--- src/rtl/cd_rx_des_gen.sv ---
// cd_rx_des_gen -- CDBUS receive deserializer, dual-rate.
// Turns the synchronised rx line into DATA_W-bit words (LSB first) with a
// one-clock data_clk strobe. The first word of a frame is timed with div_ls;
// later words use div_hs until the bus goes idle again. It also provides bus
// idle qualification, break detection, stop-bit framing errors and a running
// reflected CRC-16.
// Ports:
//   clk, reset            system clock, synchronous active-high reset
//   div_ls / div_hs       bit divider, bit period = div+1 clk
//   idle_wait_len         idle bit-times (LS) required before bus_idle
//   force_wait_idle       pulse: drop the current word, re-qualify idle
//   rx                    synchronised line level
//   data, data_clk        received word and its 1-clk strobe
//   crc_eq_zero           CRC including this word == 0, valid with data_clk
//   bus_idle              idle level
//   rx_break, frame_err   1-clk event pulses
module cd_rx_des_gen #(
  parameter int          DATA_W   = 8,
  parameter int          DIV_W    = 16,
  parameter int          IDLE_W   = 10,
  parameter logic [15:0] CRC_POLY = 16'hA001,
  parameter logic [15:0] CRC_INIT = 16'hFFFF
) (
  input  logic              clk,
  input  logic              reset,
  input  logic [DIV_W-1:0]  div_ls,
  input  logic [DIV_W-1:0]  div_hs,
  input  logic [IDLE_W-1:0] idle_wait_len,
  input  logic              force_wait_idle,
  input  logic              rx,
  output logic [DATA_W-1:0] data,
  output logic              data_clk,
  output logic              crc_eq_zero,
  output logic              bus_idle,
  output logic              rx_break,
  output logic              frame_err
);

  localparam int IDX_W = (DATA_W > 1) ? $clog2(DATA_W) : 1;

  typedef enum logic [2:0] {
    S_WAIT_IDLE, S_WAIT_START, S_START, S_DATA, S_STOP, S_BREAK_CHK
  } state_t;

  state_t              r_state, w_state_nxt;
  logic [DIV_W:0]      r_bit_tmr;
  logic [DIV_W-1:0]    r_div;
  logic [IDX_W-1:0]    r_bit_idx;
  logic [DATA_W-1:0]   r_sh;
  logic [DIV_W-1:0]    r_idle_tmr;
  logic [IDLE_W:0]     r_idle_cnt;
  logic                r_rate_hs;
  logic [15:0]         r_crc;
  logic                r_brk_done;

  logic [DIV_W-1:0]    w_div_sel;
  logic                w_tmr_zero, w_idle_st, w_idle_tick, w_idle_hit;
  logic [IDLE_W+1:0]   w_idle_inc, w_idle_tgt;
  logic [15:0]         w_crc_nxt;
  logic                w_start, w_start_ok, w_bit, w_stop_ok, w_stop_bad, w_brk;

  function automatic logic [15:0] crc_upd(input logic [15:0] c, input logic [DATA_W-1:0] d);
    logic [15:0] x;
    x = c;
    for (int i = 0; i < DATA_W; i++) begin
      if (x[0] ^ d[i]) x = (x >> 1) ^ CRC_POLY;
      else             x = x >> 1;
    end
    return x;
  endfunction

  assign w_div_sel  = r_rate_hs ? div_hs : div_ls;
  assign w_tmr_zero = (r_bit_tmr == '0);
  assign w_crc_nxt  = crc_upd(r_crc, r_sh);

  // Idle qualification runs in LS bit-times regardless of the current rate.
  // The hit is taken on the tick that brings the count to idle_wait_len+1;
  // >= keeps a shrinking idle_wait_len from being skipped over.
  assign w_idle_st   = (r_state == S_WAIT_IDLE) || (r_state == S_WAIT_START);
  assign w_idle_tick = rx && (r_idle_tmr >= div_ls);
  assign w_idle_inc  = {1'b0, r_idle_cnt} + (IDLE_W+2)'(1);
  assign w_idle_tgt  = {2'b00, idle_wait_len} + (IDLE_W+2)'(1);
  assign w_idle_hit  = w_idle_st && w_idle_tick && (w_idle_inc >= w_idle_tgt);

  always_comb begin
    w_state_nxt = r_state;
    w_start     = 1'b0;
    w_start_ok  = 1'b0;
    w_bit       = 1'b0;
    w_stop_ok   = 1'b0;
    w_stop_bad  = 1'b0;
    w_brk       = 1'b0;
    case (r_state)
      S_WAIT_IDLE:  if (w_idle_hit) w_state_nxt = S_WAIT_START;
      S_WAIT_START: if (!rx) begin w_start = 1'b1; w_state_nxt = S_START; end
      S_START: if (w_tmr_zero) begin
        if (rx) w_state_nxt = S_WAIT_START;          // glitch
        else begin w_start_ok = 1'b1; w_state_nxt = S_DATA; end
      end
      S_DATA: if (w_tmr_zero) begin
        w_bit = 1'b1;
        if (r_bit_idx == IDX_W'(DATA_W-1)) w_state_nxt = S_STOP;
      end
      S_STOP: if (w_tmr_zero) begin
        if (rx) begin w_stop_ok = 1'b1; w_state_nxt = S_WAIT_START; end
        else begin w_stop_bad = 1'b1; w_state_nxt = S_BREAK_CHK; end
      end
      S_BREAK_CHK: begin
        if (rx) w_state_nxt = S_WAIT_IDLE;
        else if (w_tmr_zero && !r_brk_done) w_brk = 1'b1;
      end
      default: w_state_nxt = S_WAIT_IDLE;
    endcase
  end

  always_ff @(posedge clk) begin
    if (reset) begin
      r_state     <= S_WAIT_IDLE;
      r_bit_tmr   <= '0;
      r_div       <= '0;
      r_bit_idx   <= '0;
      r_sh        <= '0;
      r_idle_tmr  <= '0;
      r_idle_cnt  <= '0;
      r_rate_hs   <= 1'b0;
      r_crc       <= CRC_INIT;
      r_brk_done  <= 1'b0;
      data        <= '0;
      data_clk    <= 1'b0;
      crc_eq_zero <= 1'b0;
      bus_idle    <= 1'b0;
      rx_break    <= 1'b0;
      frame_err   <= 1'b0;
    end else begin
      data_clk  <= 1'b0;
      rx_break  <= 1'b0;
      frame_err <= 1'b0;
      if (force_wait_idle) begin
        // Drops any word in flight, including one at its stop sample.
        r_state    <= S_WAIT_IDLE;
        bus_idle   <= 1'b0;
        r_idle_tmr <= '0;
        r_idle_cnt <= '0;
      end else begin
        r_state <= w_state_nxt;

        // Idle counters only run while waiting; any other state restarts them
        // so the count measures high time since the last frame activity.
        if (!w_idle_st || !rx) begin
          r_idle_tmr <= '0;
          r_idle_cnt <= '0;
        end else if (w_idle_tick) begin
          r_idle_tmr <= '0;
          if (!(&r_idle_cnt)) r_idle_cnt <= r_idle_cnt + (IDLE_W+1)'(1);
        end else begin
          r_idle_tmr <= r_idle_tmr + DIV_W'(1);
        end
        if (w_idle_hit) begin
          bus_idle   <= 1'b1;
          r_crc      <= CRC_INIT;
          r_rate_hs  <= 1'b0;
          r_idle_cnt <= '0;
        end

        // Bit timer: half period to the start-bit centre, then full periods.
        // After a bad stop the remaining half bit brings total low time to
        // DATA_W+2 bit-times. The timer holds at zero.
        if (w_start) begin
          r_div     <= w_div_sel;
          r_bit_tmr <= {1'b0, w_div_sel} >> 1;
        end else if (w_stop_bad) begin
          r_bit_tmr <= {1'b0, r_div} >> 1;
        end else if (w_start_ok || w_bit) begin
          r_bit_tmr <= {1'b0, r_div};
        end else if (!w_tmr_zero) begin
          r_bit_tmr <= r_bit_tmr - (DIV_W+1)'(1);
        end

        if (w_start_ok) begin
          bus_idle  <= 1'b0;
          r_bit_idx <= '0;
        end
        if (w_bit) begin
          r_sh      <= {rx, r_sh[DATA_W-1:1]};
          r_bit_idx <= r_bit_idx + IDX_W'(1);
        end
        if (w_stop_ok) begin
          data        <= r_sh;
          data_clk    <= 1'b1;
          r_crc       <= w_crc_nxt;
          crc_eq_zero <= (w_crc_nxt == 16'h0000);
          r_rate_hs   <= 1'b1;
        end
        if (w_stop_bad) begin
          frame_err  <= 1'b1;
          r_brk_done <= 1'b0;
        end
        if (w_brk) begin
          rx_break   <= 1'b1;
          r_brk_done <= 1'b1;
        end
      end
    end
  end

endmodule
--- config.mk ---
export PLATFORM = sky130hd
export DESIGN_NAME = cd_rx_des_gen
export DESIGN_NICKNAME = d
export VERILOG_FILES = /design/src/rtl/cd_rx_des_gen.sv
export SDC_FILE = /design/constraint.sdc
export NUM_CORES = 1
export LEC_CHECK = 0
export ABC_AREA = 0
export CAP_MARGIN = 20
export CELL_PAD_IN_SITES_DETAIL_PLACEMENT = 2
export CELL_PAD_IN_SITES_GLOBAL_PLACEMENT = 2
export CORE_MARGIN = 2
export CORE_UTILIZATION = 34
export CTS_CLUSTER_SIZE = 40
export DETAILED_ROUTE_END_ITERATION = 16
export GPL_ROUTABILITY_DRIVEN = 1
export PLACE_DENSITY_LB_ADDON = 0.12
export SYNTH_ARGS = -nofsm -noshare
export SYNTH_HDL_FRONTEND = slang
export SYNTH_SLANG_ARGS = --single-unit
--- constraint.sdc ---
create_clock -name clk -period 4 [get_ports clk]
set_clock_uncertainty 0.1 [all_clocks]
set_input_delay 1.2 -clock clk [delete_from_list [all_inputs] [get_ports clk]]
set_output_delay 1.2 -clock clk [all_outputs]
set_load 0.02 [all_outputs]
-- Yosys cells after proc, flatten, opt, wreduce, memory -nomap -nowiden
Cells that the tools add are included.
- RAM bits: 0
- bits of input ports: 46
- bits in read-only memories: 0
- logic and storage cells: 133
- register bits after elaboration: 105
- output and inout bits: 13
- latch bits: 0
- memories kept: 0
- div/mod/pow operators: 0
- equal/unequal tests: 14
- add/subtract/negate cells: 6
- shifts and indexed selects: 0
- multiplexer cells: 47
- order comparisons: 2
- $mul: 0
- bitwise operators: 18
- reduce and logical (&&, ||, !) cells: 30
- operator list (cell ; count):
    16-bit 2-to-1 mux ; 11
    17-bit 2-to-1 mux ; 4
    3-bit 2-to-1 mux ; 10
    2-bit inverter with 3-bit output ; 8
    1-bit 2-to-1 mux ; 20
    3-bit one-hot mux with 6 select lines ; 1
    17-bit zero test ; 1
    17-bit by 1-bit subtractor with 17-bit output (second input constant) ; 1
    16-bit by 1-bit adder with 16-bit output (second input constant) ; 1
    16-bit >= comparator ; 1
    16-bit zero test ; 1
    2-bit AND reduction ; 8
    2-bit inequality test (second input constant) ; 7
    11-bit by 1-bit adder with 12-bit output (second input constant) ; 1
    12-bit by 11-bit >= comparator with 1-bit output ; 1
    10-bit by 1-bit adder with 11-bit output (second input constant) ; 1
    11-bit by 1-bit adder with 11-bit output (second input constant) ; 1
    11-bit AND reduction ; 1
    3-bit equality test (second input constant) ; 3
    4-bit OR reduction ; 2
    1-bit XOR ; 8
    7-bit AND reduction ; 1
    3-bit by 2-bit equality test with 1-bit output (second input constant) ; 2
    2-bit nonzero test ; 3
    11 further kinds ; 19

-- Depth between registers and ports, before layout
Gate-level depths: netlist of run 1.
- word-level depth: 17
- depth in mapped cells: 13
- mapped depth without buffers: 11

-- Least setup slack after synthesis of run 1
OpenSTA, ideal clock, no wires.
- path type: input -> register
- start: in idle_wait_len[0]
- end: reg r_crc[15]
- stages: 12
- data arrival time: 3.415 ns
- buffers on the path: 2
- setup slack: 0.410 ns
- library setup time: 0.074 ns
- required time: 3.826 ns
- cell sequence: ha_1 -> and3_1 -> xnor2_1 -> ha_1 -> nand3_1 -> o31a_1 -> o211a_1 -> nor4bb_1 -> clkbuf_1 -> buf_2 -> nor3_1 -> o21ai_0
- cells in the longest elaborated chain, start to end: 5
- ends and longest elaborated chain (element ; line ; text):
    from (decl) ; 28 ; input logic [IDLE_W-1:0] idle_wait_len,
    10-bit by 1-bit adder with 11-bit output ; 82 ; assign w_idle_tgt = {2'b00, idle_wait_len} + (IDLE_W+2)'(1);
    12-bit by 11-bit >= comparator with 1-bit output ; 83 ; assign w_idle_hit = w_idle_st && w_idle_tick && (w_idle_inc >= w_idle_tgt);
    1-bit logical AND ; 83 ;
    2-bit nonzero test (no line) ; n/a ;
    2-bit AND reduction (no line) ; n/a ;
    to (signal assigned) ; 190 ; r_crc <= w_crc_nxt;
    to (decl) ; 53 ; logic [15:0] r_crc;
No other way between the ends.
A chain may end at the register's enable or synchronous reset.

-- Worst setup path in the final report of run 1
- start: in div_ls[13]
- end: reg r_idle_cnt[7]
- cells in the longest elaborated chain, start to end: 5
- elaborated cells between the ends (all ways): 6
- classes of those cells: order compare (1); reduce/logical (5)
- ends and longest elaborated chain (element ; line ; text):
    from (decl) ; 26 ; input logic [DIV_W-1:0] div_ls,
    16-bit >= comparator (*) ; 80 ; assign w_idle_tick = rx && (r_idle_tmr >= div_ls);
    1-bit logical AND (*) ; 80 ;
    1-bit logical AND (2 in a row) ; 83 ;
    4-bit OR reduction (no line) ; n/a ;
    to (signal assigned) ; 154 ; if (!(&r_idle_cnt)) r_idle_cnt <= r_idle_cnt + (IDLE_W+1)'(1);
    to (decl) ; 51 ; logic [IDLE_W:0] r_idle_cnt;
Every way passes the cells marked *; elsewhere a longest branch is shown, timed or not.

==> flow_metrics.env, run 1 <==
export IMPL_r2r_slack_ps=560
export IMPL_cts_hold_buf=0
export IMPL_hpwlAfterDp_um=14710
export IMPL_min_period_ps=3842
export IMPL_rows=48
export IMPL_drtIter0Drc=180
export IMPL_layout_commonest_cell="dfxtp_1"
export IMPL_place_ws_ps=-415.1
export IMPL_port_buffers=58
export IMPL_ir_worst_vdd_uv=217.3
export IMPL_netlist_area_um2=6051
export IMPL_finalMaxSlewViolations=0
export IMPL_place_gp_congestion=0.8173
export IMPL_syn_num_nets=831
export IMPL_endpoint_kind="flip-flop"
export IMPL_finalNonFillerCells=1054
export IMPL_yosys_warnings=0
export IMPL_htreeDepth=3
export IMPL_routedWlPerCell_um=18.62
export IMPL_track_usage_pct=21.79
export IMPL_yosysTopAreaCellShare_pct=34.74
export IMPL_async_flop_share_pct=0
export IMPL_report_final_setup_viol=0
export IMPL_postRouteAntennaNets=0
export IMPL_drt_total_wl_um=19630
export IMPL_grt_pass1_wl_um=32250
export IMPL_rsz0062_at_grt="no"
export IMPL_antenna_found_initial=0
export IMPL_maxSlewHeadroom_pct=28.66
export IMPL_whs_path_depth=2
export IMPL_clk_path_buf_depth=2
export IMPL_hold_violations=0
export IMPL_required_ps=4180
export IMPL_fin_ws_ps=158.5
export IMPL_p_leak_nw=2.702
export IMPL_core_um2=17360
export IMPL_cts_sinks=105
export IMPL_n_fill_cell=1960
export IMPL_fin_area_um2=7452
export IMPL_routed_via_density=5.473
export IMPL_avgSynthCellArea_um2=8.046
export IMPL_cts_tree="built"
export IMPL_clock_root_buffer="clkbuf_16"
export IMPL_cts_buffers=9
export IMPL_ff2ff_path_depth=12
export IMPL_grt_max_degree=46
export IMPL_diodes=0
export IMPL_timing_rr_end="r_crc[8]"
export IMPL_ys_seq_area_share_pct=34.74
export IMPL_worstPathArrival_ps=4020
export IMPL_synth_main_ff_cell="dfxtp_1"
export IMPL_fmax_mhz=260.3
export IMPL_holdPathEnd="data[4]"
export IMPL_min_from="data[4]"
export IMPL_ios=59
export IMPL_placed_area_um2=7126
export IMPL_min_delay_path_class="reg2reg"
export IMPL_timing_final_crit_share_pct=96.04
export IMPL_grt_pass1_vias=6372
export IMPL_dp_cells=1038
export IMPL_r2r_start="r_idle_cnt[0]"
export IMPL_yosys_area_top_type="dfxtp_1"
export IMPL_syn_inst=752
export IMPL_drive_above_1_share_pct=9.771
export IMPL_synth_seq_cells=105
export IMPL_num_nets_final=903
export IMPL_synth_edff_count=0
export IMPL_power_density_nw_per_um2=325.0
export IMPL_areaGrowthSynthToFinish_pct=23.16
export IMPL_status="finished, final reports clean"
export IMPL_die_area_um2=18880
export IMPL_yosysUniqueCellTypes=65
export IMPL_drt_first_pass_iters=4
export IMPL_route_vias_total=5769
export IMPL_drc=0
export IMPL_cap_violations=0
export IMPL_critPathLaunchType="primary input"
export IMPL_die_x_um=137.4
export IMPL_die_h_um=137.4
export IMPL_worst_setup_path_type="in2reg"
export IMPL_path_clk_slew_ps=80
export IMPL_synthTopCellsByArea="dfxtp_1 35%, ha_1 6.8%, xor2_1 5.8%, nor2_1 5.7%, a21oi_1 4.8%"
export IMPL_initial_core_util_pct=34.86
export IMPL_worst_skew_pair_late_latency_ps=370
export IMPL_worst_slew_pin_slew_ps=1069
export IMPL_worstPathMaxFanout=10
export IMPL_grt_ovfl_total=0
export IMPL_most_common_layout_cells="105 x dfxtp_1, 91 x nor2_1, 73 x nand2_1, 58 x a21oi_1, 58 x clkdlybuf4s50_1"
==> layout make-up <==
class	instances	area, um2	share of cell area, %
Clock buffer	9	225.2	3.022
Clock inverter	7	86.33	1.158
Inverter	27	101.3	1.360
Multi-Input combinational cell	579	3720	49.92
Sequential cell	105	2102	28.21
Tap cell	225	281.5	3.778
Timing Repair Buffer	102	935.9	12.56
==> worst max path at each step <==
stage                     start            end  slack (ps)  cells past startpoint
2_1_floorplan  idle_wait_len[0]      r_crc[15]         410                     12
3_3_place_gp         div_ls[11]  r_idle_cnt[7]        -310                     12
3_5_place_dp         div_ls[13]  r_idle_cnt[7]        -420                     12
4_1_cts              div_ls[13]  r_idle_cnt[7]          60                     12
5_1_grt        idle_wait_len[0]  r_idle_cnt[7]           7                     12
6_report             div_ls[13]  r_idle_cnt[7]         160                     12
==> critical path, stage by stage <==
cell and delay, ps:
clkdlybuf4s50_1 510, inv_1 60, ha_1 320, nand4_1 150, nor3_1 80, a2111oi_1 520
buf_4 190, o21ai_0 90, buf_4 170, nor3b_1 160, or2_4 350, nor3_1 210
==> kinds of logic (layout without fill, tap and decap cells) <==
group,after synthesis,in the layout,share of synthesized area [%]
xor+xnor,73,73,10.57
buf+inv,68,145,4.425
flops,105,105,34.74
simple gates,285,285,22.91
fa+ha+maj,33,33,6.824
mux,17,17,2.812
compound gates,171,171,17.72
==> what timing repair did <==
item / 4_1_cts / 5_1_grt
setup buffers: 0 / 0
endpoints found under the setup margin: 1 / 16
gates resized for setup: 1 / 4
pin swaps: 0 / 0
==> state kept, by name, indices dropped and copies added (netlist names), 3 cells and up <==
name	count
r_bit_tmr	17
r_crc	16
r_div	16
r_idle_tmr	16
r_idle_cnt	11
data	8
r_sh	8
r_bit_idx	3
r_state	3
==> synthesized netlist by cell type (2+ instances only) <==
library cell	count
dfxtp_1	105
nor2_1	92
nand2_1	73
a21oi_1	58
xor2_1	40
o21ai_0	37
ha_1	33
xnor2_1	33
clkbuf_1	32
nand3_1	29
inv_1	27
nor3_1	26
a211oi_1	22
mux2i_1	17
nand4_1	13
o22ai_1	9
nor4_1	8
o31ai_1	8
buf_2	7
and3_1	6
nand2b_1	6
a22oi_1	5
o21a_1	4
a21o_1	3
and4_1	3
nor3b_1	3
o211ai_1	3
or2_2	3
or3_1	3
or4_1	3
a2111oi_0	2
a221oi_1	2
a22o_1	2
a31oi_1	2
nand3b_1	2
nor4bb_1	2
==> power breakdown <==
group	internal (W)	leakage [nW]	switching, W	total [W]
Sequential	0.00107	0.850	0.0000330	0.00110
Clock	0.000498	0.154	0.000456	0.000955
Combinational	0.000172	1.70	0.000196	0.000368
==> stage by stage <==
stage | hold WS (ps) | utilization [%] | total power [W] | TNS [ps]
6_report | 359.7 | 42.94 | 0.002422 | 0
5_1_grt | 386.7 | 42.94 | 0.002537 | 0
4_1_cts | 368.7 | 42.86 | 0.002448 | 0
3_5_place_dp | 358.5 | 41.05 | 0.001489 | -10880
3_3_place_gp | 339.3 | 41.01 | 0.001471 | -8540
2_1_floorplan | 340.9 | - | 0.001338 | 0
==> per-layer routing <==
| metal | part of all wire, % | vias up | track usage, % |
|---|---|---|---|
| met1 | 43 | 2867 | 25.63 |
| met3 | 1.9 | 24 | 2.502 |
| li1 | - | 2808 | - |
| met5 | 0 | - | 0 |
| met2 | 53 | 70 | 40.35 |
| met4 | 2.0 | 0 | 8.076 |
Note: power is estimated with default switching activity, not from simulation.
==> run 2, diff against run 1 <==
--- a/config.mk
+++ b/config.mk
@@ -10,10 +10,11 @@
 export CELL_PAD_IN_SITES_DETAIL_PLACEMENT = 2
 export CELL_PAD_IN_SITES_GLOBAL_PLACEMENT = 2
 export CORE_MARGIN = 2
-export CORE_UTILIZATION = 34
+export CORE_UTILIZATION = 30
 export CTS_CLUSTER_SIZE = 40
 export DETAILED_ROUTE_END_ITERATION = 16
 export GPL_ROUTABILITY_DRIVEN = 1
+export HOLD_SLACK_MARGIN = 0.06
 export PLACE_DENSITY_LB_ADDON = 0.12
 export SYNTH_ARGS = -nofsm -noshare
 export SYNTH_HDL_FRONTEND = slang
==> run 2 against run 1 <==
Compared with the run above:
- register-to-register slack better by 130 ps
- routed wire length rose by 0.27%
- sequential power is essentially flat
- global-route usage fell by 3.0 points
- setup slack improved by 52 ps
- combinational power hardly changed
- cell count rose by 3.8%
- sequential cell count stayed put
- first-iteration DRC count down 21%
- non-clock buffer count unchanged
- die area grew 13%
- cell area rose by 0.25%
- critical endpoint unchanged
- largest cell class unchanged
- highest routed layer unchanged
==> flow_metrics.env, run 2 (synthesis gave the netlist of run 1 again) <==
export IMPL_slowest_stage="clkdlybuf4s50_1"
export IMPL_report_final_setup_viol=0
export IMPL_layout_commonest_cell="dfxtp_1"
export IMPL_dp_cells=1077
export IMPL_cts_tree="built"
export IMPL_worstPathMaxFanout=10
export IMPL_drc=0
export IMPL_min_delay_path_class="reg2reg"
export IMPL_regMostFlops="r_bit_tmr"
export IMPL_p_total_w=0.002336
export IMPL_power_density_nw_per_um2=312.6
export IMPL_place_gp_congestion=0.8354
export IMPL_cap_violations=0
export IMPL_cts_sinks=105
export IMPL_largest_register_ffs=17
export IMPL_num_nets_final=903
export IMPL_r2r_slack_ps=690
export IMPL_drtIter0Drc=143
export IMPL_endpoint_kind="flip-flop"
export IMPL_cts_buffers=9
export IMPL_ir_worst_vdd_uv=173.7
export IMPL_path_clk_slew_ps=70
export IMPL_areaGrowthSynthToFinish_pct=23.47
export IMPL_worst_setup_path_type="in2reg"
export IMPL_most_common_layout_cells="105 x dfxtp_1, 91 x nor2_1, 73 x nand2_1, 58 x a21oi_1, 57 x clkdlybuf4s50_1"
export IMPL_crit_top_cell="and3_1"
export IMPL_p_leak_nw=2.688
export IMPL_rows=51
export IMPL_finalMaxSlewViolations=0
export IMPL_initial_core_util_pct=30.79
export IMPL_clk_path_buf_depth=2
export IMPL_grt_pass1_wl_um=32610
export IMPL_cts_hold_buf=0
export IMPL_drive_above_1_share_pct=9.771
export IMPL_postRouteAntennaNets=0
export IMPL_grt_pass1_vias=6392
export IMPL_grt_ovfl_total=0
export IMPL_worstPathCellList="clkdlybuf4s50_1 -> and3_1 -> and3_1 -> nand3_1 -> xor2_1 -> ha_1 -> a21o_1 -> a21oi_1 -> o211a_1 -> nor3b_1 -> or2_4 -> nor3_1"
export IMPL_grt_max_degree=46
export IMPL_maxSlewHeadroom_pct=29.43
export IMPL_diodes=0
export IMPL_port_buffers=58
export IMPL_core_um2=19650
export IMPL_rsz0062_at_grt="no"
export IMPL_die_h_um=146.0
export IMPL_finalNonFillerCells=1094
export IMPL_die_area_um2=21320
export IMPL_clock_root_buffer="clkbuf_16"
export IMPL_htreeDepth=3
export IMPL_antenna_found_initial=0
export IMPL_drt_total_wl_um=19680
export IMPL_timing_final_crit_share_pct=94.73
export IMPL_min_period_ps=3789
export IMPL_worstPathArrival_ps=3960
export IMPL_placed_area_um2=7163
export IMPL_n_fill_cell=2280
export IMPL_fmax_mhz=263.9
export IMPL_slowest_delay_ps=500
export IMPL_ios=59
export IMPL_hold_violations=0
export IMPL_die_x_um=146.0
export IMPL_fin_area_um2=7471
export IMPL_routed_via_density=5.256
export IMPL_drt_first_pass_iters=4
export IMPL_worst_skew_pair_late_latency_ps=360
export IMPL_critPathLaunchType="primary input"
export IMPL_route_vias_total=5750
export IMPL_worst_slew_pin_slew_ps=1057
export IMPL_status="finished, final reports clean"
export IMPL_routedWlPerCell_um=17.99
export IMPL_hpwlAfterDp_um=15120
export IMPL_required_ps=4170
export IMPL_track_usage_pct=18.76
==> run 2: changes by cell type in the layout (fill, tap and decap cells not counted), sizes merged <==
cell,delta
bufinv,-1
clkdlybuf4s50,-1
clkinvlp,+1
clkinv,-1
clkbuf,+3
buf,+1
inv,-2
==> run 2: where the power goes <==
part / switching (W) / total [W] / internal (W) / leakage [nW]
clock network: 0.000413 / 0.000871 / 0.000458 / 0.139
registers: 0.0000325 / 0.00110 / 0.00107 / 0.850
logic: 0.000195 / 0.000365 / 0.000171 / 1.70
==> run 2: final timing paths <==
kind,from,to,cells past startpoint
hold / removal,data[5],data[5],2
setup / recovery,idle_wait_len[2],r_idle_cnt[7],12
setup reg to reg,r_idle_cnt[0],r_idle_cnt[7],11
hold reg to reg,data[5],data[5],2
==> run 2: area by class of cell <==
type	count	area, um2	area share (%)
Multi-Input combinational cell	579	3722	49.82
Tap cell	265	331.6	4.438
Timing Repair Buffer	102	930.9	12.46
Sequential cell	105	2102	28.14
Clock inverter	4	26.28	0.3517
Inverter	27	101.3	1.357
Clock buffer	12	256.5	3.433
==> run 2: critical path: cells and delay by family <==
kind            cells  cell delay (ps)
compound gates      3              590
xor+xnor            1              150
fa+ha+maj           1              300
buf+inv             1              500
simple gates        6             1210
==> run 2: timing repair <==
item / CTS / global route
gates resized for setup: 1 / 3
buffers inserted: 0 / 1
setup endpoints to repair: 1 / 6
cloned: 0 / 0
pin swaps: 0 / 1
==> run 2: metal layers <==
| layer | vias up | GRT usage, % | part of all wire (%) |
|---|---|---|---|
| met5 | - | 0 | 0 |
| met4 | 0 | 3.689 | 0.65 |
| met3 | 9 | 3.500 | 2.6 |
| met2 | 60 | 36.06 | 54 |
| met1 | 2868 | 21.59 | 43 |
| li1 | 2813 | - | - |
==> run 2: through the flow <==
| stage | TNS, ps | hold slack (ps) | utilization, % | setup slack [ps] |
|---|---|---|---|---|
| after floorplan | 0 | 340.9 | - | 410.2 |
| after global placement | -5033 | 338.9 | 36.45 | -263.1 |
| after detailed placement | -7920 | 354.2 | 36.45 | -367.8 |
| after CTS | 0 | 366.0 | 37.89 | 53.95 |
| after global routing | 0 | 386.1 | 38.01 | 5.692 |
| final | 0 | 360.7 | 38.01 | 210.9 |
==> run 3, diff against run 2 <==
--- a/config.mk
+++ b/config.mk
@@ -9,7 +9,6 @@
 export CAP_MARGIN = 20
 export CELL_PAD_IN_SITES_DETAIL_PLACEMENT = 2
 export CELL_PAD_IN_SITES_GLOBAL_PLACEMENT = 2
-export CORE_MARGIN = 2
 export CORE_UTILIZATION = 30
 export CTS_CLUSTER_SIZE = 40
 export DETAILED_ROUTE_END_ITERATION = 16
==> run 3 against run 2 <==
Compared with the run above:
- total power is 0.92% lower
- maximum frequency is 1.6% lower
- critical path depth stayed put
- count of clock-buffer cells in the layout stayed put
- routed wire length is 1.7% higher
- hold slack worse by 2.9 ps
- first-iteration DRC count is 15% higher
- combinational power hardly changed
- largest power group unchanged
- cell area is 0.22% lower
- clock power is 2.9% lower
- non-clock buffer count is 1 higher
==> flow_metrics.env, run 3 (synthesis gave the netlist of run 1 again) <==
export IMPL_path_buf_inv=1
export IMPL_cts_buffers=9
export IMPL_hpwlAfterDp_um=15310
export IMPL_fin_area_um2=7455
export IMPL_finalMaxSlewViolations=0
export IMPL_worst_setup_path_type="in2reg"
export IMPL_grt_max_degree=46
export IMPL_die_x_um=144.0
export IMPL_die_h_um=144.0
export IMPL_drt_total_wl_um=20010
export IMPL_cts_sinks=105
export IMPL_worst_slew_pin_slew_ps=1043
export IMPL_layout_commonest_cell="dfxtp_1"
export IMPL_worstPathArrival_ps=4030
export IMPL_drive_above_1_share_pct=9.639
export IMPL_clk_path_buf_depth=2
export IMPL_place_gp_congestion=0.7844
export IMPL_required_ps=4180
export IMPL_grt_ovfl_total=0
export IMPL_power_density_nw_per_um2=310.4
export IMPL_port_buffers=58
export IMPL_worst_skew_pair_late_latency_ps=360
export IMPL_timing_final_crit_share_pct=96.30
export IMPL_status="finished, final reports clean"
export IMPL_cap_violations=0
export IMPL_regMostFlops="r_bit_tmr"
export IMPL_track_usage_pct=20.27
export IMPL_timing_rr_end="r_idle_cnt[7]"
export IMPL_htreeDepth=3
export IMPL_clockPowerShare_pct=36.5
export IMPL_hold_violations=0
export IMPL_holdPathEnd="data[2]"
export IMPL_route_vias_total=5760
export IMPL_grt_pass1_vias=6239
export IMPL_n_fill_cell=2255
export IMPL_ios=59
export IMPL_sw_frac_of_total_pct=28.14
export IMPL_placed_area_um2=7171
export IMPL_die_area_um2=20740
export IMPL_routedWlPerCell_um=18.27
export IMPL_p_leak_nw=2.679
export IMPL_p_int_w=0.001663
export IMPL_core_um2=19590
export IMPL_critPathLaunchType="primary input"
export IMPL_maxSlewHeadroom_pct=30.37
export IMPL_r2r_start="r_idle_cnt[0]"
export IMPL_rows=51
export IMPL_slowest_delay_ps=500
export IMPL_comb_power_share_pct=15.9
export IMPL_p_sw_w=0.0006512
export IMPL_rsz0062_at_grt="no"
export IMPL_initial_core_util_pct=30.89
export IMPL_report_final_setup_viol=0
export IMPL_drc=0
export IMPL_whs_path_depth=2
export IMPL_min_from="data[2]"
export IMPL_areaGrowthSynthToFinish_pct=23.20
export IMPL_fmax_mhz=259.6
export IMPL_finalSetupTns_ps=0
export IMPL_cts_tree="built"
export IMPL_largest_register_ffs=17
export IMPL_drtIter0Drc=164
export IMPL_grt_pass1_wl_um=32490
export IMPL_routed_via_density=5.260
export IMPL_path_clk_slew_ps=70
export IMPL_postRouteAntennaNets=0
export IMPL_drt_first_pass_iters=4
export IMPL_min_period_ps=3852
export IMPL_ff2ff_path_depth=11
export IMPL_seqPwrFrac_pct=47.6
export IMPL_endpoint_kind="flip-flop"
export IMPL_slowest_stage="clkdlybuf4s50_1"
export IMPL_worstPathCellList="clkdlybuf4s50_1 -> ha_2 -> and3_1 -> nand3_1 -> xor2_1 -> ha_1 -> a21o_1 -> a21oi_1 -> o211a_1 -> nor3b_1 -> or2_2 -> nor3_1"
export IMPL_most_common_layout_cells="105 x dfxtp_1, 91 x nor2_1, 73 x nand2_1, 58 x a21oi_1, 57 x clkdlybuf4s50_1"
export IMPL_r2r_slack_ps=490
export IMPL_worstPathMaxFanout=10
export IMPL_clock_root_buffer="clkbuf_16"
export IMPL_cts_hold_buf=0
export IMPL_cp_depth=12
export IMPL_diodes=0
export IMPL_ir_worst_vdd_uv=179.1
export IMPL_crit_family="simple AND/OR/NAND/NOR gates"
export IMPL_min_delay_path_class="reg2reg"
export IMPL_num_nets_final=904
export IMPL_antenna_found_initial=0
==> run 3: layout make-up <==
| cell class | instances | area [um2] | area share (%) |
|---|---|---|---|
| Inverter | 27 | 101.3 | 1.360 |
| Timing Repair Buffer | 103 | 938.4 | 12.59 |
| Tap cell | 265 | 331.6 | 4.448 |
| Sequential cell | 105 | 2102 | 28.20 |
| Clock inverter | 4 | 27.53 | 0.3693 |
| Multi-Input combinational cell | 579 | 3717 | 49.87 |
| Clock buffer | 12 | 236.5 | 3.172 |
==> run 3: repair_timing <==
item / CTS / global route
setup buffers: 0 / 1
setup endpoints to repair: 0 / 23
gates resized for setup: 0 / 3
==> run 3: power by group through the flow <==
stage               combinational, W  clock (W)  sequential [W]
finish                      0.000367   0.000846         0.00110
global route                0.000405   0.000914         0.00110
CTS                         0.000373   0.000881         0.00110
detailed placement          0.000369          0         0.00113
global placement            0.000353          0         0.00112
floorplan                   0.000224          0         0.00111
==> run 3: worst max path at each step <==
stage / start / to / slack, ps
finish: idle_wait_len[1] / r_idle_cnt[7] / 150
global route: div_ls[13] / r_idle_cnt[7] / 1
CTS: div_ls[11] / r_idle_cnt[7] / 50
detailed placement: div_ls[11] / r_idle_cnt[7] / -330
global placement: div_ls[11] / r_idle_cnt[7] / -270
floorplan: idle_wait_len[0] / r_crc[15] / 410
==> run 3: per-layer routing <==
layer  track usage [%]  part of all wire (%)  vias to the layer above  wire [um]
met2             38.37                    52                       71      10500
met5                 0                     0                        -          0
li1                  -                     -                     2806          -
met4             6.327                   1.8                        0        366
met3             3.212                   2.3                       23        455
met1             22.99                    43                     2860       8688
==> run 3: stage by stage <==
step | worst slack, ps | hold WS (ps) | total power (W) | cells | utilization [%]
floorplan | 410.2 | 340.9 | 0.001338 | 752 | -
finish | 148.0 | 357.8 | 0.002314 | 1095 | 38.05
global placement | -270.1 | 341.6 | 0.001476 | 1078 | 36.60
global route | 0.9632 | 391.8 | 0.002423 | 1095 | 38.05
detailed placement | -329.3 | 351.5 | 0.001494 | 1078 | 36.60
CTS | 50.09 | 361.5 | 0.002355 | 1094 | 37.95
==> run 3: tightest hold or removal path, cell delays in order, from the launching register on <==
cell,delay (ps)
dfxtp_1,310
nand2_1,50
a21oi_1,50
